### config.mk
export PLATFORM = sky130hd
export DESIGN_NAME = hazard_scoreboard_flat
export DESIGN_NICKNAME = d
export VERILOG_FILES = /design/src/rtl/hazard_scoreboard_pkg.sv /design/src/rtl/hazard_scoreboard_if.sv /design/src/rtl/hazard_scoreboard_reg_counter.sv /design/src/rtl/hazard_scoreboard.sv /design/src/flat_wrapper.sv
export SDC_FILE = /design/constraint.sdc
export NUM_CORES = 1
export LEC_CHECK = 0
export BUFFER_PORTS_ARGS = -buffer_cell sky130_fd_sc_hd__buf_4
export CORE_AREA = 8 8 112 94
export CTS_BUF_LIST = sky130_fd_sc_hd__clkbuf_8
export CTS_CLUSTER_SIZE = 24
export DETAILED_ROUTE_END_ITERATION = 7
export DIE_AREA = 0 0 120 102
export GPL_TIMING_DRIVEN = 0
export PLACE_DENSITY = 0.67
export SLEW_MARGIN = 30
export SYNTH_ARGS = -nofsm -noshare
export SYNTH_HDL_FRONTEND = slang
export SYNTH_SLANG_ARGS = --single-unit
### constraint.sdc
create_clock -name clk -period 5.3 [get_ports clk]
set_input_delay 0.53 -clock clk [delete_from_list [all_inputs] [get_ports clk]]
set_output_delay 0.53 -clock clk [all_outputs]
set_load 0.05 [all_outputs]
### src/rtl/hazard_scoreboard_pkg.sv
// Shared types and defaults for the decode-stage hazard scoreboard.
package hazard_scoreboard_pkg;

  typedef enum logic [1:0] {
    LAT_ALU  = 2'd0,
    LAT_LOAD = 2'd1,
    LAT_MUL  = 2'd2,
    LAT_RSV  = 2'd3
  } lat_class_e;

  localparam int unsigned DEF_NUM_REGS = 16;
  localparam int unsigned DEF_REG_W    = 4;
  localparam int unsigned DEF_CNT_W    = 3;
  localparam int unsigned DEF_LOAD_LAT = 1;
  localparam int unsigned DEF_MUL_LAT  = 3;

  typedef logic [DEF_REG_W-1:0] reg_addr_t;

  function automatic int unsigned max_lat(input int unsigned a, input int unsigned b);
    return (a > b) ? a : b;
  endfunction

endpackage

### src/rtl/hazard_scoreboard_if.sv
// Decode-side issue bundle and scoreboard status; SCOREBOARD_STATS_EN adds stall statistics.
interface hazard_scoreboard_if
  import hazard_scoreboard_pkg::*;
#(
  parameter int unsigned NUM_REGS = DEF_NUM_REGS,
  parameter int unsigned REG_W    = DEF_REG_W
);

  logic             issue_valid;
  logic [REG_W-1:0] src_a;
  logic             src_a_used;
  logic [REG_W-1:0] src_b;
  logic             src_b_used;
  logic [REG_W-1:0] dest;
  logic             dest_wr;
  lat_class_e       lat_class;
  logic             flush;

  logic                stall;
  logic [NUM_REGS-1:0] pending;
  logic                busy;

`ifdef SCOREBOARD_STATS_EN
  logic [31:0] stall_cycles;
  logic [15:0] raw_events;

  modport master (
    output issue_valid, src_a, src_a_used, src_b, src_b_used,
           dest, dest_wr, lat_class, flush,
    input  stall, pending, busy, stall_cycles, raw_events
  );

  modport slave (
    input  issue_valid, src_a, src_a_used, src_b, src_b_used,
           dest, dest_wr, lat_class, flush,
    output stall, pending, busy, stall_cycles, raw_events
  );
`else
  modport master (
    output issue_valid, src_a, src_a_used, src_b, src_b_used,
           dest, dest_wr, lat_class, flush,
    input  stall, pending, busy
  );

  modport slave (
    input  issue_valid, src_a, src_a_used, src_b, src_b_used,
           dest, dest_wr, lat_class, flush,
    output stall, pending, busy
  );
`endif

endinterface

### src/rtl/hazard_scoreboard_reg_counter.sv
// Per-register saturating countdown of bubbles still owed before forwarding can serve it.
module sb_reg_counter #(
  parameter int unsigned CNT_W = 3
) (
  input  logic             clk,
  input  logic             rst,
  input  logic             ld,
  input  logic [CNT_W-1:0] ld_val,
  output logic [CNT_W-1:0] cnt,
  output logic             nz
);

  // A new write to this register overrides the countdown of the older one.
  always_ff @(posedge clk or posedge rst) begin
    if (rst) begin
      cnt <= '0;
    end else if (ld) begin
      cnt <= ld_val;
    end else if (cnt != '0) begin
      cnt <= cnt - CNT_W'(1);
    end
  end

  assign nz = (cnt != '0);

endmodule

### src/rtl/hazard_scoreboard.sv
// Decode-stage scoreboard: stalls RAW/WAW hazards on long-latency writes.
// Optional SCOREBOARD_STATS_EN adds stall_cycles / raw_events counters.
module hazard_scoreboard
  import hazard_scoreboard_pkg::*;
#(
  parameter int unsigned NUM_REGS = DEF_NUM_REGS,
  parameter int unsigned REG_W    = DEF_REG_W,
  parameter int unsigned CNT_W    = DEF_CNT_W,
  parameter int unsigned LOAD_LAT = DEF_LOAD_LAT,
  parameter int unsigned MUL_LAT  = DEF_MUL_LAT
) (
  input logic                 clk,
  input logic                 rst,
  hazard_scoreboard_if.slave  sb
);

  generate
    if (((1 << CNT_W) - 1) < max_lat(LOAD_LAT, MUL_LAT)) begin : g_bad_cnt_w
      $error("CNT_W too narrow for LOAD_LAT/MUL_LAT");
    end
    if ((1 << REG_W) < NUM_REGS) begin : g_bad_reg_w
      $error("REG_W cannot address NUM_REGS registers");
    end
  endgenerate

  logic [CNT_W-1:0]    cnt [NUM_REGS];
  logic [NUM_REGS-1:0] nz;
  logic [NUM_REGS-1:0] ld;
  logic [CNT_W-1:0]    new_lat;
  logic                raw_a;
  logic                raw_b;
  logic                waw;
  logic                stall;
  logic                accept;

  always_comb begin
    new_lat = '0;
    case (sb.lat_class)
      LAT_LOAD: new_lat = CNT_W'(LOAD_LAT);
      LAT_MUL:  new_lat = CNT_W'(MUL_LAT);
      default:  new_lat = '0;
    endcase
  end

  // Hazard checks see the pre-update counters, so LOAD r3,[r3] is judged on the old r3.
  always_comb begin
    raw_a  = sb.src_a_used & (cnt[sb.src_a] != '0);
    raw_b  = sb.src_b_used & (cnt[sb.src_b] != '0);
    waw    = sb.dest_wr & (cnt[sb.dest] > new_lat);
    stall  = sb.issue_valid & ~sb.flush & (raw_a | raw_b | waw);
    accept = sb.issue_valid & ~sb.flush & ~stall;
  end

  generate
    for (genvar i = 0; i < NUM_REGS; i++) begin : g_reg
      assign ld[i] = accept & sb.dest_wr & (sb.dest == REG_W'(i));

      sb_reg_counter #(
        .CNT_W (CNT_W)
      ) u_cnt (
        .clk    (clk),
        .rst    (rst),
        .ld     (ld[i]),
        .ld_val (new_lat),
        .cnt    (cnt[i]),
        .nz     (nz[i])
      );
    end
  endgenerate

  assign sb.stall   = stall;
  assign sb.pending = nz;
  assign sb.busy    = |nz;

`ifdef SCOREBOARD_STATS_EN
  logic        stall_q;
  logic [31:0] stall_cycles;
  logic [15:0] raw_events;

  always_ff @(posedge clk or posedge rst) begin
    if (rst) begin
      stall_q      <= 1'b0;
      stall_cycles <= '0;
      raw_events   <= '0;
    end else begin
      stall_q <= stall;
      if (stall && (stall_cycles != '1)) begin
        stall_cycles <= stall_cycles + 32'd1;
      end
      if (stall && !stall_q) begin
        raw_events <= raw_events + 16'd1;
      end
    end
  end

  assign sb.stall_cycles = stall_cycles;
  assign sb.raw_events   = raw_events;
`endif

endmodule

### src/flat_wrapper.sv
// flat-port wrapper written by rule: the top's interface ports become plain ports
module hazard_scoreboard_flat import hazard_scoreboard_pkg::*;
#(
  parameter int unsigned NUM_REGS = DEF_NUM_REGS,
  parameter int unsigned REG_W    = DEF_REG_W,
  parameter int unsigned CNT_W    = DEF_CNT_W,
  parameter int unsigned LOAD_LAT = DEF_LOAD_LAT,
  parameter int unsigned MUL_LAT  = DEF_MUL_LAT
)
  (clk, rst, sb_issue_valid, sb_src_a, sb_src_a_used, sb_src_b, sb_src_b_used, sb_dest, sb_dest_wr, sb_lat_class, sb_flush, sb_stall, sb_pending, sb_busy);
  hazard_scoreboard_if #(.NUM_REGS(NUM_REGS), .REG_W(REG_W)) sb_i ();
  input logic clk;
  input logic rst;
  input wire logic [$bits(sb_i.issue_valid)-1:0] sb_issue_valid;
  input wire logic [$bits(sb_i.src_a)-1:0] sb_src_a;
  input wire logic [$bits(sb_i.src_a_used)-1:0] sb_src_a_used;
  input wire logic [$bits(sb_i.src_b)-1:0] sb_src_b;
  input wire logic [$bits(sb_i.src_b_used)-1:0] sb_src_b_used;
  input wire logic [$bits(sb_i.dest)-1:0] sb_dest;
  input wire logic [$bits(sb_i.dest_wr)-1:0] sb_dest_wr;
  input wire logic [$bits(sb_i.lat_class)-1:0] sb_lat_class;
  input wire logic [$bits(sb_i.flush)-1:0] sb_flush;
  output wire logic [$bits(sb_i.stall)-1:0] sb_stall;
  output wire logic [$bits(sb_i.pending)-1:0] sb_pending;
  output wire logic [$bits(sb_i.busy)-1:0] sb_busy;
  assign sb_i.issue_valid = sb_issue_valid;
  assign sb_i.src_a = sb_src_a;
  assign sb_i.src_a_used = sb_src_a_used;
  assign sb_i.src_b = sb_src_b;
  assign sb_i.src_b_used = sb_src_b_used;
  assign sb_i.dest = sb_dest;
  assign sb_i.dest_wr = sb_dest_wr;
  assign sb_i.lat_class = sb_lat_class;
  assign sb_i.flush = sb_flush;
  assign sb_stall = sb_i.stall;
  assign sb_pending = sb_i.pending;
  assign sb_busy = sb_i.busy;
  hazard_scoreboard #(.NUM_REGS(NUM_REGS), .REG_W(REG_W), .CNT_W(CNT_W), .LOAD_LAT(LOAD_LAT), .MUL_LAT(MUL_LAT)) u_core (.clk(clk), .rst(rst), .sb(sb_i));
endmodule
* Word level (Yosys, flattened, before mapping)
Cells that the tools add are included.
** Storage, ports and cells
- Bits in registers :: 48
- Input port bits :: 21
- Output and inout port bits :: 18
- Word-level logic and storage cells :: 161
** Operators by class
- Add/sub/neg operators :: 16
- Magnitude comparators :: 4
- Eq/ne operators :: 17
- Mux-type cells :: 42
- Bitwise logic cells :: 30
- Reduce and logical (&&, ||, !) cells :: 36
** Operators by type and width (number)
- $mux W3 :: 38
- $reduce_bool A3 Y1 :: 18
- $sub A3 B1 Y3 const B :: 16
- $bmux W3 S4 :: 3
- $eq A4 B4 Y1 const B :: 8
- $reduce_bool A2 Y1 :: 16
- $and A1 B1 Y1 :: 23
- $eq A4 B3 Y1 const B :: 4
- $reduce_or A16 Y1 :: 1
- $ge A5 B5 Y1 const B :: 3
- $not A4 Y5 :: 3
- $eq A4 B2 Y1 const B :: 2
- $eq A4 B1 Y1 const B :: 1
- $logic_not A4 Y1 :: 1
- $pmux W2 S2 :: 1
- $gt A3 B2 Y1 :: 1
- $eq A2 B1 Y1 const B :: 1
- $eq A2 B2 Y1 const B :: 1
- $not A1 Y1 :: 2
- $or A1 B1 Y1 :: 2

* Longest topological paths before layout
- Word-level depth :: 14
- Depth in mapped cells :: 14

* Modules after synthesis
Synthesis repeated with hierarchy kept, for this count alone.
** Second synthesis, totals
- Cells, all modules :: 454
- Area, all modules :: 4267.8 sq um
** By module, submodules not included
- sb_reg_counter :: instances 16, cells each 21, area each 200.2 sq um, sequential area each 75.1 sq um
- hazard_scoreboard :: instances 1, cells each 118, area each 1064.8 sq um, sequential area each 0.0 sq um

* Worst setup path before layout
OpenSTA, ideal clock, no wires.
- Path kind :: input to output
- Start point :: in sb_dest[0]
- End point :: out sb_stall
- Arrival time :: 3.483 ns
- Slack :: 1.287 ns
- Stages on the path :: 12
- Buffers on the path :: 3
- Path through :: buf_4 > buf_1 > mux4_2 > mux4_2 > ha_1 > nor2b_1 > o21ai_0 > o21ai_1 > o21ai_1 > o21ai_2 > buf_6 > o21a_1
** On the way
- Word-level cells in the longest chain between the ends :: 8
** RTL lines
- start, declared :: line flat_wrapper.sv:19 : input wire logic [$bits(sb_i.dest)-1:0] sb_dest;
- $not A4 Y5 (implied by the code) :: line hazard_scoreboard.sv:49 : waw = sb.dest_wr & (cnt[sb.dest] > new_lat);
- $bmux W3 S4 :: line hazard_scoreboard.sv:49
- $mux W3 (implied by the code) (2 in series) :: line hazard_scoreboard.sv:49
- $gt A3 B2 Y1 :: line hazard_scoreboard.sv:49
- $and A1 B1 Y1 :: line hazard_scoreboard.sv:49
- $or A1 B1 Y1 :: line hazard_scoreboard.sv:50 : stall = sb.issue_valid & ~sb.flush & (raw_a | raw_b | waw);
- $and A1 B1 Y1 :: line hazard_scoreboard.sv:50
- end, declared :: line flat_wrapper.sv:23 : output wire logic [$bits(sb_i.stall)-1:0] sb_stall;
Every way passes these cells. The select of a mux whose other input is x is not followed.

* Final worst setup path
- Start point :: in sb_dest[1]
- End point :: out sb_stall
The elaborated chain is that of the path after synthesis.

==> impl_results.md <==
- Run status: complete, no violations
- EDFF count, synth: 0
- CTS Buffer Depth: 2
- Post-layout min period: 4.65 ns
- Mapped Cells: 425
- Static leakage: 0.00212 uW
- CP arrival: 4.12 ns
- Crit path required time: 4.77 ns
- Total overflow reported by the global router: 0
- Max-slew headroom: 0.528
- Gr usage total: 0.182
- Worst skew pair latency: 0.30 ns
- Diodes inserted: 0
- Pwr dens: 559 mW/mm^2
- CTS Sinks: 48
- Post-placement cell area: 0.00465 sq mm
- Maximum VDD drop: 0.000336 V
- Post-synthesis sequential area ratio: 0.286
- Reg2reg path depth: 11
- Antenna violations before repair: 0
- DR vias: 3,343
- Unrepaired setup endpoints after global routing: false
- Die ar.: 0.0122 sq mm
- HPWL Detailed: 8430 um
- Row count: 31
- Total chip power: 2650 uW
- Setup violators final: 0
- Worst Tran Pin Value: 0.701 ns
- Hold Buf Count CTS: 0
- Most frequent cells in the layout: buf_4 (54), dfrtp_1 (48), mux2i_1 (45)
- CTS resizes: 0
- Die Wd: 120 um
- DRC errors left: 0
- Sum Neg Setup Slack: 0 ns
- Drt first-iter violations: 201
- Synth Flop Type: dfrtp_1
- Core area: 0.00873 sq mm
- Synthesized area: 0.00421 sq mm
- FF/Latch Area: 0.00120 sq mm
- Hold Violations, Final: 0
- Post-synth net total: 481
- Most flops, register: u_core.g.u_cnt.cnt
- Clock Skews: 0.00928 ns
- I/O pin count: 39
- Pins over their slew limit: 0
- #FFs+latches synth: 48
- Max reg flops: 48
- Final period util: 0.878
- Async SR Flop Fraction: 1.00
- Largest registers: u_core.g.u_cnt.cnt x48
- Worst Hold Class: in -> async
- CTS tree: done
- Height of the chip: 102 um
- Mapped Avg Cell Area: 9.89 sq um
- Crit Path Class: in -> out
- Layout cells sized above 1: 0.215
- Antenna Nets Post-Route: 0
- Avg WL per Cell: 18.4 um
- H-tree levels: 2
- Reg clk slew, reported paths: 0.10 ns
- Port Buf Inserts: 36
- Max-cap violation count: 0
- Post-Layout Inst Area: 0.00474 sq mm
- Global-route wire length before repair: 17,700 um
- Drt pass-1 iters: 4
- Area taken by multi-input logic gates: 0.00263 sq mm
- Largest net degree at the start of global routing: 49
- GPL Wtd Cong: 0.902
- Area growth syn-to-layout: 12.7%
- Fillers: 810
- Starting density of the core: 0.482
- Fmax: 215 MHz
- Nets@finish: 525
- Vias in the first global route: 3,413
- Crit path max fanout: 10
- Num CTS Buffers: 5
- Final wirelength: 10,800 um
- Warnings from Yosys: 0
- Critical path startpoint category: primary input
- Setup Buffers After CTS: 0
- Commonest non-fill, non-tap cell in the layout: buf_4
- Crit. End Element: output pin
- Cell variety after synth: 55
- Via density: 5.71
- Clock root cell: clkbuf_8
layer usage:
| layer | wire length (um) | vias up | track usage |
|---|---|---|---|
| li1 | - | 1589 | - |
| met1 | 5170 | 1661 | 0.249 |
| met2 | 4960 | 84 | 0.298 |
| met3 | 541 | 9 | 0.0304 |
| met4 | 102 | 0 | 0.0316 |
| met5 | 0 | - | 0 |
synth_stat cells (2+ instances only):
master,instances,area share
and3_1,2,0.0030
mux4_2,13,0.070
nor4_4,8,0.040
buf_1,2,0.0018
and2_1,3,0.0045
clkbuf_1,8,0.0071
nand2_1,21,0.019
inv_1,42,0.037
nor3_1,9,0.011
ha_1,35,0.10
or3_1,4,0.0059
buf_4,18,0.032
a21oi_1,5,0.0059
o31ai_1,3,0.0054
o21ai_0,22,0.026
nand2b_1,20,0.030
o32ai_1,2,0.0042
nand3b_1,4,0.0071
nor3b_1,2,0.0036
or4_1,2,0.0036
mux2_2,3,0.0080
dfrtp_1,48,0.29
xnor2_1,16,0.033
mux2i_1,45,0.11
buf_6,2,0.0054
o21a_1,2,0.0036
o311a_1,4,0.0095
nor4_1,10,0.015
nand3_1,2,0.0024
or4_4,5,0.013
a211oi_1,5,0.0089
o21ai_1,3,0.0036
nor2b_1,8,0.012
nor2_1,26,0.023
kinds of logic (layout without fill, tap and decap cells):
logic type,after synthesis,after routing,synth area share
mux,61,61,0.185
fa+ha+maj,35,35,0.104
compound gates,58,58,0.0931
buf+inv,74,119,0.0896
xor+xnor,16,16,0.0333
simple gates,133,133,0.209
flops,48,48,0.286
worst max-delay path: stages:
cell,delay [ns]
buf_4,0.09
buf_1,0.50
clkbuf_1,0.52
mux4_2,0.43
mux4_2,0.47
ha_1,0.32
nor2b_1,0.14
o21ai_0,0.13
o21ai_1,0.09
o21ai_1,0.16
o21ai_2,0.16
buf_6,0.21
o21a_1,0.18
buf_4,0.18
area by class of cell:
class / count / share of cell area
clock inverters: 2 / 0.00158
clock buffers: 6 / 0.0174
well taps: 115 / 0.0304
multi-input cells: 303 / 0.554
flip-flops and latches: 48 / 0.253
plain buffers: 31 / 0.0454
repair buffers: 37 / 0.0628
inverters: 43 / 0.0346
path summary, 6_finish.rpt:
check | startpoint | endpoint | slack [ns]
worst max-delay path | sb_dest[1] | sb_stall | 0.65
worst min-delay path | rst | u_core.g_reg[9].u_cnt.cnt[1] | 0.25
worst max register to register | u_core.g_reg[4].u_cnt.cnt[1] | u_core.g_reg[4].u_cnt.cnt[1] | 1.91
worst min register to register | u_core.g_reg[10].u_cnt.cnt[2] | u_core.g_reg[10].u_cnt.cnt[2] | 0.64
max in group asynchronous | rst | u_core.g_reg[6].u_cnt.cnt[1] | 4.82
min in group clk | u_core.g_reg[10].u_cnt.cnt[2] | u_core.g_reg[10].u_cnt.cnt[2] | 0.64
through the flow:
stage / cells / hold WS [ns] / setup WS (ns) / util
4_1_cts: 585 / 0.274 / 0.681 / 0.543
5_1_grt: 585 / 0.281 / 0.529 / 0.543
3_5_place_dp: 577 / 0.604 / 0.700 / 0.533
3_3_place_gp: 576 / 0.595 / 0.735 / 0.529
2_1_floorplan: 425 / 0.533 / 1.29 / -
6_report: 585 / 0.249 / 0.648 / 0.543
power by group:
part | internal, uW | total (uW) | switching [uW] | leakage [uW]
Clock | 103 | 234 | 130 | 0.0000538
Combinational | 721 | 1560 | 842 | 0.00151
Sequential | 570 | 852 | 282 | 0.000564
Note: power is estimated with default switching activity, not from simulation.
